--- config.mk ---
export PLATFORM = sky130hd
export DESIGN_NAME = inst_mem_loader
export DESIGN_NICKNAME = d
export VERILOG_FILES = /design/src/rtl/riscv_pkg.sv /design/src/rtl/inst_mem_loader.sv
export SDC_FILE = /design/constraint.sdc
export NUM_CORES = 1
export LEC_CHECK = 0
export ABC_AREA = 0
export CAP_MARGIN = 40
export CORE_ASPECT_RATIO = 1.2
export CORE_UTILIZATION = 40
export DETAILED_ROUTE_END_ITERATION = 8
export PLACE_DENSITY_LB_ADDON = 0.25
export SETUP_SLACK_MARGIN = 0.1
export SLEW_MARGIN = 20
export SYNTH_ARGS = -nofsm -noshare
export SYNTH_HDL_FRONTEND = slang
export SYNTH_SLANG_ARGS = --single-unit
--- constraint.sdc ---
create_clock -name clk -period 7.33 [get_ports clk]
set_clock_uncertainty 0.2 [all_clocks]
set_input_delay 1.466 -clock clk [delete_from_list [all_inputs] [get_ports clk]]
set_output_delay 1.466 -clock clk [all_outputs]
set_load 0.01 [all_outputs]
--- src/rtl/riscv_pkg.sv ---
// Shared definitions for the instruction-memory loader.
package riscv_pkg;

  localparam int unsigned XLEN       = 32;
  localparam int unsigned BYTE_W     = 8;
  localparam int unsigned WORD_BYTES = XLEN / BYTE_W;

  // Loader FSM states.
  typedef enum logic [2:0] {
    StIdle,
    StLen,
    StData,
    StChk,
    StDone,
    StErr
  } ld_state_e;

  // Byte address of instruction word idx, relative to base.
  function automatic logic [XLEN-1:0] word_addr(input logic [XLEN-1:0] base,
                                                input logic [XLEN-1:0] idx);
    return base + {idx[XLEN-3:0], 2'b00};
  endfunction

endpackage

--- src/rtl/inst_mem_loader.sv ---
// Program loader: frames a byte stream (length, words, checksum) into 32-bit
// instruction-memory writes and holds the core in reset while loading.
module inst_mem_loader
  import riscv_pkg::*;
#(
  parameter logic [XLEN-1:0] BASE_ADDR = 32'h0000_0000,
  parameter int unsigned     MAX_WORDS = 256
) (
  input  logic              clk,
  input  logic              rst,
  input  logic              start,
  input  logic              byte_valid,
  input  logic [BYTE_W-1:0] byte_data,
  output logic              byte_ready,
  output logic              wr_en,
  output logic [XLEN-1:0]   wr_addr,
  output logic [XLEN-1:0]   wr_data,
  output logic              core_hold,
  output logic              load_done,
  output logic              load_err
);

  ld_state_e                  state_q, state_d;
  logic [1:0]                 cnt_q, cnt_d;
  // Holds the three most recent bytes; the incoming byte completes a word.
  logic [XLEN-BYTE_W-1:0]     shift_q, shift_d;
  logic [XLEN-1:0]            len_q, len_d;
  logic [XLEN-1:0]            idx_q, idx_d;
  logic [BYTE_W-1:0]          chk_q, chk_d;
  logic                       wr_en_q, wr_en_d;
  logic [XLEN-1:0]            wr_addr_q, wr_addr_d;
  logic [XLEN-1:0]            wr_data_q, wr_data_d;
  logic                       done_q, done_d;
  logic                       err_q, err_d;

  logic                       accept;
  logic [XLEN-1:0]            asm_word;

  // Ready is a function of state only, so it never loops back through byte_valid.
  always_comb begin
    byte_ready = (state_q == StLen) || (state_q == StData) || (state_q == StChk);
  end

  assign accept   = byte_valid && byte_ready;
  assign asm_word = {byte_data, shift_q};

  // Next-state logic for the FSM and byte assembler.
  always_comb begin
    state_d   = state_q;
    cnt_d     = cnt_q;
    shift_d   = shift_q;
    len_d     = len_q;
    idx_d     = idx_q;
    chk_d     = chk_q;
    wr_en_d   = 1'b0;
    wr_addr_d = wr_addr_q;
    wr_data_d = wr_data_q;
    done_d    = done_q;
    err_d     = err_q;

    unique case (state_q)
      StIdle, StDone, StErr: begin
        if (start) begin
          state_d = StLen;
          cnt_d   = 2'd0;
          idx_d   = '0;
          chk_d   = '0;
          done_d  = 1'b0;
          err_d   = 1'b0;
        end
      end
      StLen: begin
        if (accept) begin
          shift_d = asm_word[XLEN-1:BYTE_W];
          cnt_d   = cnt_q + 2'd1;
          if (cnt_q == 2'd3) begin
            len_d = asm_word;
            if (asm_word > XLEN'(MAX_WORDS)) begin
              state_d = StErr;
              err_d   = 1'b1;
            end else if (asm_word == '0) begin
              state_d = StChk;
            end else begin
              state_d = StData;
            end
          end
        end
      end
      StData: begin
        if (accept) begin
          shift_d = asm_word[XLEN-1:BYTE_W];
          cnt_d   = cnt_q + 2'd1;
          chk_d   = chk_q ^ byte_data;
          if (cnt_q == 2'd3) begin
            wr_en_d   = 1'b1;
            wr_data_d = asm_word;
            wr_addr_d = word_addr(BASE_ADDR, idx_q);
            idx_d     = idx_q + 1'b1;
            if (idx_q + 1'b1 == len_q) begin
              state_d = StChk;
            end
          end
        end
      end
      StChk: begin
        if (accept) begin
          if (byte_data == chk_q) begin
            state_d = StDone;
            done_d  = 1'b1;
          end else begin
            state_d = StErr;
            err_d   = 1'b1;
          end
        end
      end
      default: state_d = StIdle;
    endcase
  end

  // State and datapath registers.
  always_ff @(posedge clk or posedge rst) begin
    if (rst) begin
      state_q   <= StIdle;
      cnt_q     <= 2'd0;
      shift_q   <= '0;
      len_q     <= '0;
      idx_q     <= '0;
      chk_q     <= '0;
      wr_en_q   <= 1'b0;
      wr_addr_q <= BASE_ADDR;
      wr_data_q <= '0;
      done_q    <= 1'b0;
      err_q     <= 1'b0;
    end else begin
      state_q   <= state_d;
      cnt_q     <= cnt_d;
      shift_q   <= shift_d;
      len_q     <= len_d;
      idx_q     <= idx_d;
      chk_q     <= chk_d;
      wr_en_q   <= wr_en_d;
      wr_addr_q <= wr_addr_d;
      wr_data_q <= wr_data_d;
      done_q    <= done_d;
      err_q     <= err_d;
    end
  end

  // The final word's strobe lands after the state has left DATA; keep the core held through it.
  always_comb begin
    core_hold = byte_ready || wr_en_q;
  end

  assign wr_en     = wr_en_q;
  assign wr_addr   = wr_addr_q;
  assign wr_data   = wr_data_q;
  assign load_done = done_q;
  assign load_err  = err_q;

endmodule
==> out/results.tsv, run 1 <==
metric	value	unit
vias in the first global route	6029	
register clock-pin slew on the reported worst setup and hold paths	0.07	ns
DRC errors left	0	
Post-CTS Hold Fix Bufs	0	
pin count of the biggest net entering global routing	81	
WS Path Type	in -> reg	
Initial DRC Count	490	
Buffers on Ports	78	
Max Slew Vio Count	0	
Root Driver	clkbuf_16	
largest delay contributor family on the critical path	buffers and inverters	
Leak Pwr	4.32	nW
normalized max-slew margin	0.460	
Die Ht	158	µm
cells after synthesis	853	
Pwr per Cell Area	351	mW/mm²
register-to-register setup slack	3.90	ns
FFs w/ async S/R, synth	1.00	
Worst Setup Slack post-DPL	2.64	ns
post-CTS setup buffer count	0	
hold crit path type	reg -> reg	
Total Neg Setup Slack	0	ns
WHS Endpoint	wr_data[1]	
number of synthesized flops with an enable pin	0	
nature of the critical path endpoint	flop	
# clock sinks	166	
largest driver fanout on the critical path	41	
CTS tree	built	
Critical path buffers and inverters	3	
status	complete, no violations	
final wirelength	19.5	mm
Post-CTS Resized	0	
smallest setup slack after layout	3.15	ns
DP Area	0.00906	mm²
Area growth syn-to-layout	19.7	%
starting density of the core	0.410	
top cell type by total area after synthesis	dfrtp_1	
critical path cell sequence	clkdlybuf4s50_1, nor2b_1, a21oi_1, o21a_1, or2_2, inv_2, buf_4, nand2_1, o21ai_0	
r2r startpoint	state_q[1]	
Rows	56	
Clock Latency Late Sink	0.43	ns
CP Data Arrival Time	4.33	ns
Pre-antenna DRT Iters	5	
Worst VDD drop	0.186	mV
yosys warns	0	
register area share after synthesis	0.515	
dominant cells by area after synthesis	dfrtp_1, nand2_1, mux2_2, xnor2_1, o21ai_0	
cts bufs inserted	17	
Hold Path Cell Cnt	2	
post-synth top area share	0.515	
Placed Cells	1147	
max cap viols	0	
antenna cells	0	
Die ar.	0.0207	mm²
cell area after layout	0.00966	mm²
initial antenna violation count	0	
Tcrit/Tclk final	0.570	
Total Power	3.39	mW
vias	6159	
dpl hpwl	13.2	mm
clock tree buffer depth	2	
Non-Filler Instances	1180	
Worst-Margin Slew	0.807	ns
final setup fails	0	
Post-synth top flop	dfrtp_1	
share of post-route cells with drive strength above 1	0.123	
worst reg2reg endpoint	idx_q[8]	
Die X	132	µm
worst path required time	7.48	ns
Remaining Overflow, GRT	0	
routed vias/inst	5.22	
fmax	0.239	GHz
IO Pins	81	
routability cong.	0.876	
slowest CP cell	clkdlybuf4s50_1	
hold_sp	wr_data[1]	
Final ANT Viol Nets	0	
Final min period	4.18	ns
RSZ-0062 raised after global routing	no	
Mean Syn Cell Area	9.46	µm²
H-tree levels	4	
Core ar.	0.0197	mm²
register bit total from synthesis	166	
Worst Reg2Reg Path Length in Cells	9	
synthesized cell area	0.00807	mm²
GRT Overall Usage	0.202	
CP startpoint kind	input port	
post-synthesis cell type count	57	
WL/cell	16.5	µm
first-pass GRT wire length	32.7	mm
CP peak stage delay	0.51	ns
# nets final	920	
Final Hold Violating Endpoints	0	
[worst min-delay path, stage by stage, from the launching register on]
cell and delay (ns):
dfrtp_1 0.34, nand2_1 0.05, nand2_1 0.05
[logic make-up after synthesis]
| logic type | Yosys count | share of synthesized area |
|---|---|---|
| flip-flops | 166 | 0.515 |
| buffers and inverters | 68 | 0.0372 |
| XOR/XNOR | 60 | 0.0651 |
| other | 1 | 0.000465 |
| AO/OA/AOI/OAI | 129 | 0.0952 |
| AND/OR/NAND/NOR | 370 | 0.205 |
| adder cells (fa/ha/maj) | 2 | 0.00310 |
| multiplexers | 57 | 0.0792 |
[where the power goes]
part / internal [mW] / total, mW / switching [mW]
logic: 0.547 / 1.03 / 0.482
clock network: 0.510 / 0.899 / 0.389
registers: 1.19 / 1.46 / 0.275
[per-stage QoR]
step / util / hold slack [ns]
6_report: 0.491 / 0.272
5_1_grt: 0.491 / 0.304
4_1_cts: 0.490 / 0.278
3_5_place_dp: 0.460 / 0.261
3_3_place_gp: 0.457 / 0.263
2_1_floorplan: - / 0.268
[Yosys cell counts, types with 3 or more instances]
cell / n
nor2b_1: 5
inv_1: 10
dfrtp_1: 166
xor2_1: 13
o41ai_1: 3
xnor2_1: 47
a21oi_1: 17
nand3_1: 20
clkbuf_1: 40
nand4_1: 12
or2_2: 3
nand2_1: 241
nor4_1: 15
buf_1: 3
buf_2: 6
and4_1: 5
o21ai_0: 68
mux2_2: 55
nor3_1: 8
o31ai_1: 16
and3_1: 5
buf_4: 6
nor2_1: 35
a31oi_1: 9
[per-layer routing]
metal	routed length (µm)	GRT usage	vias to the layer above
met5	0	0	-
met4	454	0.0803	0
met3	677	0.0371	21
met2	9160	0.321	139
met1	9220	0.275	2982
li1	-	-	3017
[area by class of cell]
cell class | count | area, µm²
Inverter | 11 | 46.3
Clock inverter | 11 | 114
Timing Repair Buffer | 90 | 916
Multi-Input combinational cell | 620 | 3620
Fill cell | 1834 | 10000
Clock buffer | 21 | 480
Tap cell | 261 | 327
Sequential cell | 166 | 4150
[flip-flops by register name, indices dropped and copies added, names as in the netlist]
signal,flops
wr_data,32
state_q,3
shift_q,24
wr_en,1
load_done,1
wr_addr,30
idx_q,32
cnt_q,2
load_err,1
len_q,32
chk_q,8
[worst max path at each step]
stage | from | slack, ns | cells after the start | endpoint
floorplan | rst | 1.17 | 1 | chk_q[0]
global placement | start | 2.43 | 9 | idx_q[6]
CTS | start | 3.10 | 9 | idx_q[8]
global route | byte_valid | 2.80 | 10 | idx_q[20]
finish | start | 3.15 | 9 | idx_q[8]
detailed placement | start | 2.64 | 9 | idx_q[8]
[placed cells by master (no fill, tap or decap), types with 4 or more instances in the layout]
| cell type | Yosys | layout |
|---|---|---|
| nand2_1 | 241 | 241 |
| dfrtp_1 | 166 | 166 |
| clkdlybuf4s50_1 | 0 | 78 |
| o21ai_0 | 68 | 68 |
| mux2_2 | 55 | 55 |
| xnor2_1 | 47 | 47 |
| nor2_1 | 35 | 35 |
| nand3_1 | 20 | 20 |
| a21oi_1 | 17 | 17 |
| clkbuf_16 | 0 | 17 |
| o31ai_1 | 16 | 16 |
| nor4_1 | 15 | 15 |
| xor2_1 | 13 | 13 |
| nand4_1 | 12 | 12 |
| inv_1 | 10 | 9 |
| a31oi_1 | 9 | 9 |
| nor3_1 | 8 | 8 |
| buf_4 | 6 | 8 |
| and4_1 | 5 | 5 |
| nor2b_1 | 5 | 5 |
| and3_1 | 5 | 5 |
| clkbuf_8 | 0 | 4 |
| clkinv_4 | 0 | 4 |
Power figures use the tool's default switching activity.
==> run 2, diff against run 1 <==
==> constraint.sdc (replaced) <==
create_clock -name clk -period 4.3 [get_ports clk]
set_clock_uncertainty 0.2 [all_clocks]
set_input_delay 0.86 -clock clk [delete_from_list [all_inputs] [get_ports clk]]
set_output_delay 0.86 -clock clk [all_outputs]
set_load 0.01 [all_outputs]
==> run 2 against run 1 <==
  * Cell count increased by 0.76%
  * Critical path type is now reg -> reg
  * Flip-flop and latch count stayed put
  * Largest power group unchanged
  * Cell area increased by 0.65%
  * First-iteration DRC count shrank 7.1%
==> out/results.tsv, run 2 (synthesized netlist as in run 1, its figures left out) <==
metric	value	unit	change
status	complete, no violations		unchanged
starting density of the core	0.410		unchanged
dpl hpwl	13.7	mm	was 13.2 mm
nature of the critical path endpoint	flop		unchanged
max cap viols	0		unchanged
slowest CP cell	or4_1		was clkdlybuf4s50_1
Post-CTS Resized	0		unchanged
H-tree levels	4		unchanged
initial antenna violation count	0		unchanged
antenna cells	0		unchanged
Tcrit/Tclk final	0.774		
Pre-antenna DRT Iters	4		was 5
final setup fails	0		unchanged
fmax	0.301	GHz	
Post-CTS Hold Fix Bufs	0		unchanged
critical path cell sequence	ha_1, nand2_1, or4_1, nor3_2, xnor2_1, a2111oi_0, nand4_1, a2111oi_2, o31a_1		was clkdlybuf4s50_1, nor2b_1, a21oi_1, o21a_1, or2_2, inv_2, buf_4, nand2_1, o21ai_0
CP peak stage delay	0.54	ns	was 0.51 ns
Die Ht	158	µm	unchanged
register clock-pin slew on the reported worst setup and hold paths	0.06	ns	was 0.07 ns
# clock sinks	166		unchanged
post-CTS setup buffer count	0		unchanged
routed vias/inst	5.23		was 5.22
CTS tree	built		unchanged
vias in the first global route	5996		was 6029
Total Power	5.80	mW	was 3.39 mW
CP Data Arrival Time	3.49	ns	was 4.33 ns
commonest non-fill, non-tap cell in the layout	nand2_1		unchanged
Total Neg Setup Slack	0	ns	unchanged
WS Path Type	reg -> reg		was in -> reg
Final ANT Viol Nets	0		unchanged
final wirelength	20.0	mm	was 19.5 mm
CP startpoint kind	flop		was input port
Buffers on Ports	78		unchanged
clock tree buffer depth	2		unchanged
DRC errors left	0		unchanged
RSZ-0062 raised after global routing	no		unchanged
vias	6216		was 6159
Final min period	3.33	ns	
cts bufs inserted	17		unchanged
Remaining Overflow, GRT	0		unchanged
hold crit path type	reg -> reg		unchanged
WL/cell	16.9	µm	was 16.5 µm
Worst VDD drop	0.344	mV	was 0.186 mV
Worst-Margin Slew	0.784	ns	was 0.807 ns
Max Slew Vio Count	0		unchanged
share of post-route cells with drive strength above 1	0.129		was 0.123
largest driver fanout on the critical path	9		was 41
Root Driver	clkbuf_16		unchanged
Initial DRC Count	455		was 490
pin count of the biggest net entering global routing	60		was 81
Die X	132	µm	unchanged
normalized max-slew margin	0.472		was 0.460
worst path required time	4.46	ns	was 7.48 ns
routability cong.	0.895		was 0.876
first-pass GRT wire length	33.0	mm	was 32.7 mm
Final Hold Violating Endpoints	0		unchanged
Pwr per Cell Area	596	mW/mm²	was 351 mW/mm²
Leak Pwr	4.35	nW	was 4.32 nW
Die ar.	0.0207	mm²	unchanged
IO Pins	81		unchanged
most used cells in the layout excluding fill and tap cells	nand2_1, dfrtp_1, clkdlybuf4s50_1, o21ai_0, mux2_2		unchanged
Rows	56		unchanged
Area growth syn-to-layout	20.5	%	was 19.7%
# nets final	929		was 920
Clock Latency Late Sink	0.42	ns	was 0.43 ns
post-layout util	0.494		was 0.491
Core ar.	0.0197	mm²	unchanged
GRT Overall Usage	0.205		was 0.202
-- run 2: changes by cell type in the layout (fill, tap and decap cells not counted), sizes merged --
cell	previous run	this run
clkinv	5	4
buf	12	21
clkinvlp	2	4
bufinv	1	2
clkbuf	21	19
-- run 2: path summary, 6_finish.rpt --
check | start | end | slack [ns] | cells after the start
max | idx_q[0] | state_q[0] | 0.97 | 9
max reg2reg | idx_q[0] | state_q[0] | 0.97 | 9
min in group asynchronous | rst | wr_en | 0.52 | 2
min reg2reg | wr_addr[14] | wr_addr[14] | 0.27 | 2
min | wr_addr[14] | wr_addr[14] | 0.27 | 2
max in group asynchronous | rst | shift_q[16] | 2.59 | 4
-- run 2: per-layer routing --
| metal | global-route usage | up-vias | routed length [µm] |
|---|---|---|---|
| li1 | - | 3029 | - |
| met1 | 0.281 | 3015 | 9540 |
| met2 | 0.329 | 147 | 9340 |
| met3 | 0.0336 | 25 | 788 |
| met4 | 0.0703 | 0 | 374 |
| met5 | 0 | - | 0 |
-- run 2: final cells by class --
type,instances,area (µm²)
timing repair buffer,99,993
sequential,166,4150
tap,261,327
clock buffer,19,433
fill,1841,9960
clock inverter,13,148
multi-input combinational,620,3620
inverter,11,45.0
-- run 2: metrics by stage --
step,hold WS (ns),setup WS [ns],instance area (µm²),cells
after floorplan,0.268,1.13,8080,854
after global placement,0.263,0.892,9090,1154
after detailed placement,0.261,0.893,9140,1156
after CTS,0.279,0.981,9720,1188
after global routing,0.294,0.785,9720,1189
final,0.270,0.972,9720,1189
-- run 2: where the power goes --
| group | switching, mW | leakage [nW] | internal, mW |
|---|---|---|---|
| Combinational | 0.838 | 1.87 | 0.941 |
| Sequential | 0.469 | 2.20 | 2.02 |
| Clock | 0.666 | 0.276 | 0.865 |
| Total | 1.97 | 4.35 | 3.83 |
-- run 2: critical path, delay by kind of cell, from the launching register on --
kind	cells	cell delay, ns
adder cells (fa/ha/maj)	1	0.43
flip-flops	1	0.47
AO/OA/AOI/OAI	3	0.91
XOR/XNOR	1	0.11
AND/OR/NAND/NOR	4	1.15
